==> config.mk <==
export PLATFORM = sky130hd
export DESIGN_NAME = program_sequencer
export DESIGN_NICKNAME = d
export VERILOG_FILES = /design/src/rtl/program_sequencer_pkg.sv /design/src/rtl/program_sequencer_return_stack.sv /design/src/rtl/program_sequencer.sv
export SDC_FILE = /design/constraint.sdc
export NUM_CORES = 1
export LEC_CHECK = 0
export ABC_AREA = 1
export CAP_MARGIN = 15
export CORE_ASPECT_RATIO = 0.6
export CORE_UTILIZATION = 35
export DETAILED_ROUTE_END_ITERATION = 12
export PLACE_DENSITY = 0.6
export SYNTH_ARGS = -nofsm -noshare
export SYNTH_HDL_FRONTEND = slang
export SYNTH_SLANG_ARGS = --single-unit
==> constraint.sdc <==
create_clock -name clk -period 5.2 [get_ports clk]
set_input_delay 1.56 -clock clk [delete_from_list [all_inputs] [get_ports clk]]
set_output_delay 1.56 -clock clk [all_outputs]
set_load 0.01 [all_outputs]
==> src/rtl/program_sequencer_pkg.sv <==
// Shared types for the program sequencer: decoder opcodes and FSM state encoding.
package sequencer_pkg;

    typedef enum logic [2:0] {
        OP_NEXT = 3'd0,
        OP_SKIP = 3'd1,
        OP_JMP  = 3'd2,
        OP_JSR  = 3'd3,
        OP_RTN  = 3'd4
    } seq_op_t;

    typedef enum logic [1:0] {
        BOOT     = 2'd0,
        ISSUE    = 2'd1,
        WAIT_CMD = 2'd2,
        FAULT    = 2'd3
    } seq_state_t;

endpackage

==> src/rtl/program_sequencer_return_stack.sv <==
// LIFO return-address stack; push on full and pop on empty are ignored.
module return_stack #(
    parameter int WIDTH = 8,
    parameter int DEPTH = 4
) (
    input  logic                         clk,
    input  logic                         reset,
    input  logic                         push,
    input  logic                         pop,
    input  logic [WIDTH-1:0]             data_in,
    output logic [WIDTH-1:0]             data_out,
    output logic                         full,
    output logic                         empty,
    output logic [$clog2(DEPTH+1)-1:0]   depth
);

    localparam int CW = $clog2(DEPTH + 1);
    localparam int IW = (DEPTH > 1) ? $clog2(DEPTH) : 1;
    localparam logic [CW-1:0] DEPTH_C = CW'(DEPTH);

    logic [WIDTH-1:0] mem_r [DEPTH];
    logic [CW-1:0]    depth_r;
    logic [IW-1:0]    wr_idx_s;
    logic [IW-1:0]    rd_idx_s;
    logic             full_s;
    logic             empty_s;

    assign full_s   = (depth_r == DEPTH_C);
    assign empty_s  = (depth_r == {CW{1'b0}});
    assign wr_idx_s = IW'(depth_r);
    assign rd_idx_s = IW'(depth_r - CW'(1));

    // Stack storage and occupancy; push takes priority if both are ever raised.
    always_ff @(posedge clk or posedge reset) begin
        if (reset) begin
            depth_r <= {CW{1'b0}};
            for (int i = 0; i < DEPTH; i++) begin
                mem_r[i] <= {WIDTH{1'b0}};
            end
        end else if (push && !full_s) begin
            mem_r[wr_idx_s] <= data_in;
            depth_r         <= depth_r + CW'(1);
        end else if (pop && !empty_s) begin
            depth_r <= depth_r - CW'(1);
        end else begin
            depth_r <= depth_r;
        end
    end

    assign data_out = mem_r[rd_idx_s];
    assign full     = full_s;
    assign empty    = empty_s;
    assign depth    = depth_r;

endmodule

==> src/rtl/program_sequencer.sv <==
// Fetch-address sequencer: alternates issuing the PC to program memory and
// accepting a decoder command that selects the next PC (advance/skip/jump/call/return).
module program_sequencer
    import sequencer_pkg::*;
#(
    parameter int                    ADDR_WIDTH  = 8,
    parameter int                    STACK_DEPTH = 4,
    parameter logic [ADDR_WIDTH-1:0] RESET_ADDR  = '0
) (
    input  logic                               clk,
    input  logic                               reset,
    input  logic                               cmd_valid,
    output logic                               cmd_ready,
    input  logic [2:0]                         cmd_op,
    input  logic [ADDR_WIDTH-1:0]              cmd_target,
    output logic                               addr_valid,
    input  logic                               addr_ready,
    output logic [ADDR_WIDTH-1:0]              addr_out,
    output logic                               jmp_pulse,
    output logic                               rtn_pulse,
    output logic [$clog2(STACK_DEPTH+1)-1:0]   stack_depth,
    output logic                               fault
);

    seq_state_t            state_r;
    seq_state_t            state_next_s;
    logic [ADDR_WIDTH-1:0] pc_r;
    logic [ADDR_WIDTH-1:0] pc_next_s;
    logic [ADDR_WIDTH-1:0] pc_inc_s;
    logic [ADDR_WIDTH-1:0] stack_top_s;
    logic                  push_s;
    logic                  pop_s;
    logic                  jmp_s;
    logic                  rtn_s;
    logic                  fault_set_s;
    logic                  stack_full_s;
    logic                  stack_empty_s;
    logic                  jmp_pulse_r;
    logic                  rtn_pulse_r;
    logic                  fault_r;

    assign pc_inc_s = pc_r + ADDR_WIDTH'(1);

    return_stack #(
        .WIDTH (ADDR_WIDTH),
        .DEPTH (STACK_DEPTH)
    ) u_stack (
        .clk      (clk),
        .reset    (reset),
        .push     (push_s),
        .pop      (pop_s),
        .data_in  (pc_inc_s),
        .data_out (stack_top_s),
        .full     (stack_full_s),
        .empty    (stack_empty_s),
        .depth    (stack_depth)
    );

    // Next-state and next-PC selection; a command is only consumed in WAIT_CMD.
    always_comb begin
        state_next_s = state_r;
        pc_next_s    = pc_r;
        push_s       = 1'b0;
        pop_s        = 1'b0;
        jmp_s        = 1'b0;
        rtn_s        = 1'b0;
        fault_set_s  = 1'b0;
        case (state_r)
            BOOT: begin
                state_next_s = ISSUE;
            end
            ISSUE: begin
                if (addr_ready) begin
                    state_next_s = WAIT_CMD;
                end else begin
                    state_next_s = ISSUE;
                end
            end
            WAIT_CMD: begin
                if (cmd_valid) begin
                    state_next_s = ISSUE;
                    case (seq_op_t'(cmd_op))
                        OP_NEXT: pc_next_s = pc_inc_s;
                        OP_SKIP: pc_next_s = pc_r + ADDR_WIDTH'(2);
                        OP_JMP: begin
                            pc_next_s = cmd_target;
                            jmp_s     = 1'b1;
                        end
                        OP_JSR: begin
                            if (stack_full_s) begin
                                fault_set_s  = 1'b1;
                                state_next_s = FAULT;
                            end else begin
                                push_s    = 1'b1;
                                jmp_s     = 1'b1;
                                pc_next_s = cmd_target;
                            end
                        end
                        OP_RTN: begin
                            if (stack_empty_s) begin
                                fault_set_s  = 1'b1;
                                state_next_s = FAULT;
                            end else begin
                                pop_s     = 1'b1;
                                rtn_s     = 1'b1;
                                pc_next_s = stack_top_s;
                            end
                        end
                        default: pc_next_s = pc_inc_s;
                    endcase
                end else begin
                    state_next_s = WAIT_CMD;
                end
            end
            FAULT: begin
                state_next_s = FAULT;
            end
            default: begin
                state_next_s = FAULT;
                fault_set_s  = 1'b1;
            end
        endcase
    end

    // State, PC, sticky fault and one-cycle pulse registers.
    always_ff @(posedge clk or posedge reset) begin
        if (reset) begin
            state_r     <= BOOT;
            pc_r        <= RESET_ADDR;
            jmp_pulse_r <= 1'b0;
            rtn_pulse_r <= 1'b0;
            fault_r     <= 1'b0;
        end else begin
            state_r     <= state_next_s;
            pc_r        <= pc_next_s;
            jmp_pulse_r <= jmp_s;
            rtn_pulse_r <= rtn_s;
            fault_r     <= fault_r | fault_set_s;
        end
    end

    assign addr_valid = (state_r == ISSUE);
    assign cmd_ready  = (state_r == WAIT_CMD);
    assign addr_out   = pc_r;
    assign jmp_pulse  = jmp_pulse_r;
    assign rtn_pulse  = rtn_pulse_r;
    assign fault      = fault_r;

endmodule

* Word-level counts from Yosys, hierarchy flattened *
Index checks and enable logic that the tools add are counted.

word-level totals
  flip-flop bits (word level) = 48
  output and inout port bits = 16

cells by class
  $add $sub $neg = 4
  order comparisons = 3
  equality and inequality tests = 10
  multiplexer cells = 33
  bitwise logic cells = 3
  reduce and logical (&&, ||, !) cells = 9

operators with widths
  cell                                           number
  2-to-1 mux 8 bit                               5
  bitwise mux 32 bit                             1
  case mux 8 bit (4 select lines)                1
  binary-select mux 8 bit (select 2 bit)         1
  demux 8 bit (select 2 bit)                     1
  2-to-1 mux 1 bit                               14
  adder 8 x 1 -> 8 bit, second input constant    1
  adder 8 x 2 -> 8 bit, second input constant    1
  2-to-1 mux 2 bit                               4
  case mux 2 bit (4 select lines)                1
  == test 3 x 2 -> 1 bit, second input constant  2
  == test 3 bit, second input constant           2
  >= comparator 3 bit, second input constant     2
  2-to-1 mux 3 bit                               2
  inverter 2 -> 3 bit                            2
  == test 2 bit, second input constant           2
  != test 2 bit, second input constant           2
  case mux 1 bit (2 select lines)                2
  case mux 2 bit (2 select lines)                1
  AND reduction 4 bit                            1
  adder 3 x 1 -> 3 bit, second input constant    1
  == test 3 x 1 -> 1 bit, second input constant  1
  logical AND 1 bit                              3
  zero test 3 bit                                1
  7 further kinds                                8

* Logic depth before layout (Yosys ltp) *
  word-level depth = 8
  depth in mapped cells = 13
  depth with buffers taken out = 11

* Cells and area by module *
From an unflattened synthesis, not the netlist that was laid out.

second synthesis, totals
  cell total of the unflattened synthesis = 409
  area, all modules = 2,985.4 um2

modules (own cells, without submodules)
  module             instances  cells each  area each (um2)
  return_stack       1          241         1,876.8
  program_sequencer  1          168         1,108.6

* Worst setup path before layout *
No wires, ideal clock.

  kind = in2reg
  start = input port cmd_op[2]
  end = register u_stack.mem_r[2] (netlist name)
  library setup time = 119 ps
  data arrival time = 2,307 ps
  slack = 2,774 ps
  stages = 9
  cells stage by stage = inv_2 nand2_4 nor2_4 nand3_4 inv_6 nand2_4 buf_6 nand2_1 o21ai_2

on the way
  cells in the longest elaborated chain, start to end = 5

ends and longest elaborated chain
  item                            line                                  text
  start: declaration              program_sequencer.sv:14               input logic [2:0] cmd_op,
  == test 3 x 2 -> 1 bit          program_sequencer.sv:82               case (seq_op_t'(cmd_op))
  2-to-1 mux 1 bit                program_sequencer.sv:82
  2-to-1 mux 1 bit                program_sequencer.sv:80               if (cmd_valid) begin
  2-to-1 mux 1 bit                program_sequencer.sv:68               case (state_r)
  logical AND 1 bit               program_sequencer_return_stack.sv:40  end else if (push && !full_s) begin
  end signal: indexed assignment  program_sequencer_return_stack.sv:38  mem_r[i] <= {WIDTH{1'b0}};
  end signal: indexed assignment  program_sequencer_return_stack.sv:41  mem_r[wr_idx_s] <= data_in;
  end: declaration                program_sequencer_return_stack.sv:21  logic [WIDTH-1:0] mem_r [DEPTH];

No other way between the ends.
A chain may end at the register's enable or synchronous reset.

* Worst setup path in the final report *
  start = register u_stack.depth_r[0], in the netlist u_stack.depth[0]
  end = output port stack_depth[0]

RTL lines
  item                      line                                  text
  start: declaration        program_sequencer_return_stack.sv:22  logic [CW-1:0] depth_r;
  start signal: assignment  program_sequencer_return_stack.sv:36  depth_r <= {CW{1'b0}};
  start signal: assignment  program_sequencer_return_stack.sv:42  depth_r <= depth_r + CW'(1);
  start signal: assignment  program_sequencer_return_stack.sv:44  depth_r <= depth_r - CW'(1);
  end: declaration          program_sequencer.sv:21               output logic [$clog2(STACK_DEPTH+1)-1:0] stack_depth,

No word-level cell between the ends.

==> reports/metrics.cfg <==
[run]
drv_cap=0

[floorplan]
die_w_um=118.0
start_util_pct=37.52
die_y_um=71.63
ios=31
dieArea_sq_um=8455
rows=24
coreArea_sq_um=7537

[pwr]
p_leak_nw=1.670
power_density_nw_per_um2=476.1
vdd_drop_max_mv=0.1734
p_total_mw=1.598

[synth]
synth_area_per_cell_sq_um=7.461
ys_seq_area_share_pct=42.48
synth_simple_gate_area_share_pct=32.79
synth_xor_area_share_pct=2.434
muxShareOfSynthArea_pct=0
synthArstFlopShare_pct=100.0
yosysMostFrequentCell=nand2_1
synth_top_family_by_area=simple AND/OR/NAND/NOR gates
ys.flop_type=dfrtp_1
synth_common_cells=nand2_1 (137), dfrtp_1 (48), inv_1 (34)
synth_compound_area_share_pct=10.58
syn-num-nets=401
syn_area_sq_um=2828
synth_edf_count=0
yosys.area.top_type=dfrtp_1
synth.area.top_cells=dfrtp_1 (42%), nand2_1 (18%), nand3_1 (5.3%)
netlist_instances=379
synth_warnings=0
yosys.area_share.adder_pct=3.097
ys_seq_elements=48
ys_types=31
synth_top_area_share_pct=42.48

[cts]
cts_tree=built
cts_resized=0
worstSkewPairLatency_ps=290
h-tree-depth=2
cts_hold_buf=0
clock_sinks=48
cts_buffer_depth=2
cts_root_buf=clkbuf_16
clk_pin_slew_ps=60
cts_setup_buffers=0
cts_buffers=5

[critical_path]
cp_slowest_cell=dfrtp_1
worst-setup-path-type=flop to output port
path_cells=clkdlybuf4s50_1
crit_fanout=23
cpLargestDelayFamily=flip-flops
crit_path_end_kind=output port
crit_required_ps=3640
critPathBufInv=1
max_stage_delay_ps=890
arrival_ps=1860
startpoint_type=flop

[sta]
setup-tns-final_ps=0
min_period_ps=3421
tightest_slew_ps=842.0
slew_viol_final=0
finalSetupViolations=0
fmax_mhz=292.3
clock_skew_ps=3.052
rsz0062_at_grt=false
finalCritPeriodShare_pct=65.78
hold_violations=0
slew_headroom_pct=43.86
hold_ws_ps=482.8

[grt]
grt_pass1_wl_mm=12.09
grt_antenna_before_repair=0
grt_max_degree=49
track_usage_pct=18.74
grt-ovfl-total=0
grt_pass1_vias=2302

[cells_and_area]
area_delta_synth_final_pct=18.72
multi_input_area_sq_um=1383
fin_util_pct=44.54
num-nets-final=427
drive_gt1_share_pct=9.360
fill_cells=785
final_area_sq_um=3357
ff_latch_area_sq_um=1201
num_antenna_cells=0

[drt]
drc=0
avgViaCountPerCell=4.835
via_count=2466
first_pass_iters=5
ant_nets=0
drt-wirelength-per-cell_um=14.34
drt_first_iter_violations=169
drt-total-wl_mm=7.315

[placement]
hpwlAfterDp_mm=5.206
place_area_sq_um=3173
io_buffer_count=30
finalWeightedCongestion=0.8591

[min_path]
hold_class=flop to flop

[run_status]
status=finished, final reports clean

==> registers in the layout, summed over array words and instances (netlist names) <==
| name | count |
|---|---|
| jmp_pulse | 1 |
| fault | 1 |
| u_stack.depth | 3 |
| u_stack.mem_r | 32 |
| addr_out | 8 |
| state_r | 2 |
| rtn_pulse | 1 |
==> stage by stage <==
| step | worst slack [ps] | cells |
|---|---|---|
| CTS | 1776 | 509 |
| detailed placement | 1912 | 501 |
| global placement | 1929 | 501 |
| global route | 1706 | 510 |
| floorplan | 2496 | 379 |
| finish | 1779 | 510 |
==> per-layer routing <==
layer	wire (um)	share of wire, %	global-route usage [%]	vias up
li1	-	-	-	1243
met1	3924	54	28.52	1148
met2	2850	39	26.34	68
met3	480	6.6	4.697	7
met4	60	0.82	4.274	0
met5	0	0	0	-
==> final cells by class <==
| type | count | share of cell area, % |
|---|---|---|
| clock buffers | 6 | 3.839 |
| clock inverters | 2 | 1.044 |
| flip-flops and latches | 48 | 35.78 |
| inverters | 41 | 4.733 |
| multi-input cells | 278 | 41.19 |
| repair buffers | 31 | 9.542 |
| well taps | 104 | 3.876 |
==> final timing paths <==
path                                    from                end  slack, ps  cells after the start
setup reg to reg            u_stack.depth[0]        addr_out[6]       2120                     10
min in group asynchronous              reset         state_r[1]       1490                      2
hold / removal             u_stack.mem_r[29]  u_stack.mem_r[29]        480                      2
setup / recovery            u_stack.depth[0]     stack_depth[0]       1780                      1
hold reg to reg            u_stack.mem_r[29]  u_stack.mem_r[29]        480                      2
max in group asynchronous              reset  u_stack.mem_r[12]       3220                      3
==> cells by family (layout without fill, tap and decap cells) <==
logic type	after synthesis	in the layout
AND/OR/NAND/NOR	212	212
buffers and inverters	53	80
AO/OA/AOI/OAI	52	52
flip-flops	48	48
adder cells (fa/ha/maj)	7	7
XOR/XNOR	7	7
==> where the power goes <==
group,internal [mW],switching (mW)
Sequential,0.451,0.132
Combinational,0.257,0.389
Clock,0.226,0.143
==> placed cells by master, fill, tap and decap left out <==
| cell type | instances |
|---|---|
| bufinv_16 | 1 |
| xor2_2 | 1 |
| clkdlybuf4s50_1 | 30 |
| o21ai_0 | 17 |
| xnor2_1 | 1 |
| o211ai_1 | 2 |
| a21oi_1 | 5 |
| dfrtp_1 | 48 |
| clkinv_2 | 1 |
| nand3b_1 | 2 |
| nand2_2 | 3 |
| nor3_1 | 1 |
| ha_1 | 7 |
| nand2_4 | 4 |
| a31oi_1 | 1 |
| nand2_1 | 137 |
| o21ai_2 | 7 |
| o21bai_1 | 1 |
| xor2_1 | 5 |
| nor2_1 | 28 |
| nand3_2 | 1 |
| inv_1 | 33 |
| nor2_2 | 1 |
| nand3_4 | 1 |
| nor2_4 | 3 |
| nand4_1 | 1 |
| o21ai_1 | 18 |
| inv_2 | 7 |
| clkbuf_1 | 1 |
| inv_6 | 1 |
| clkbuf_16 | 5 |
| buf_12 | 1 |
| a21oi_2 | 1 |
| nand3_1 | 30 |
==> worst register-to-register path: cells and delay by family (launching register included) <==
kind            cells  cell delay (ps)
buf+inv             2              950
simple gates        6              440
compound gates      1              120
flops               1              890
fa+ha+maj           1              570
(Power assumes the default switching activity.)
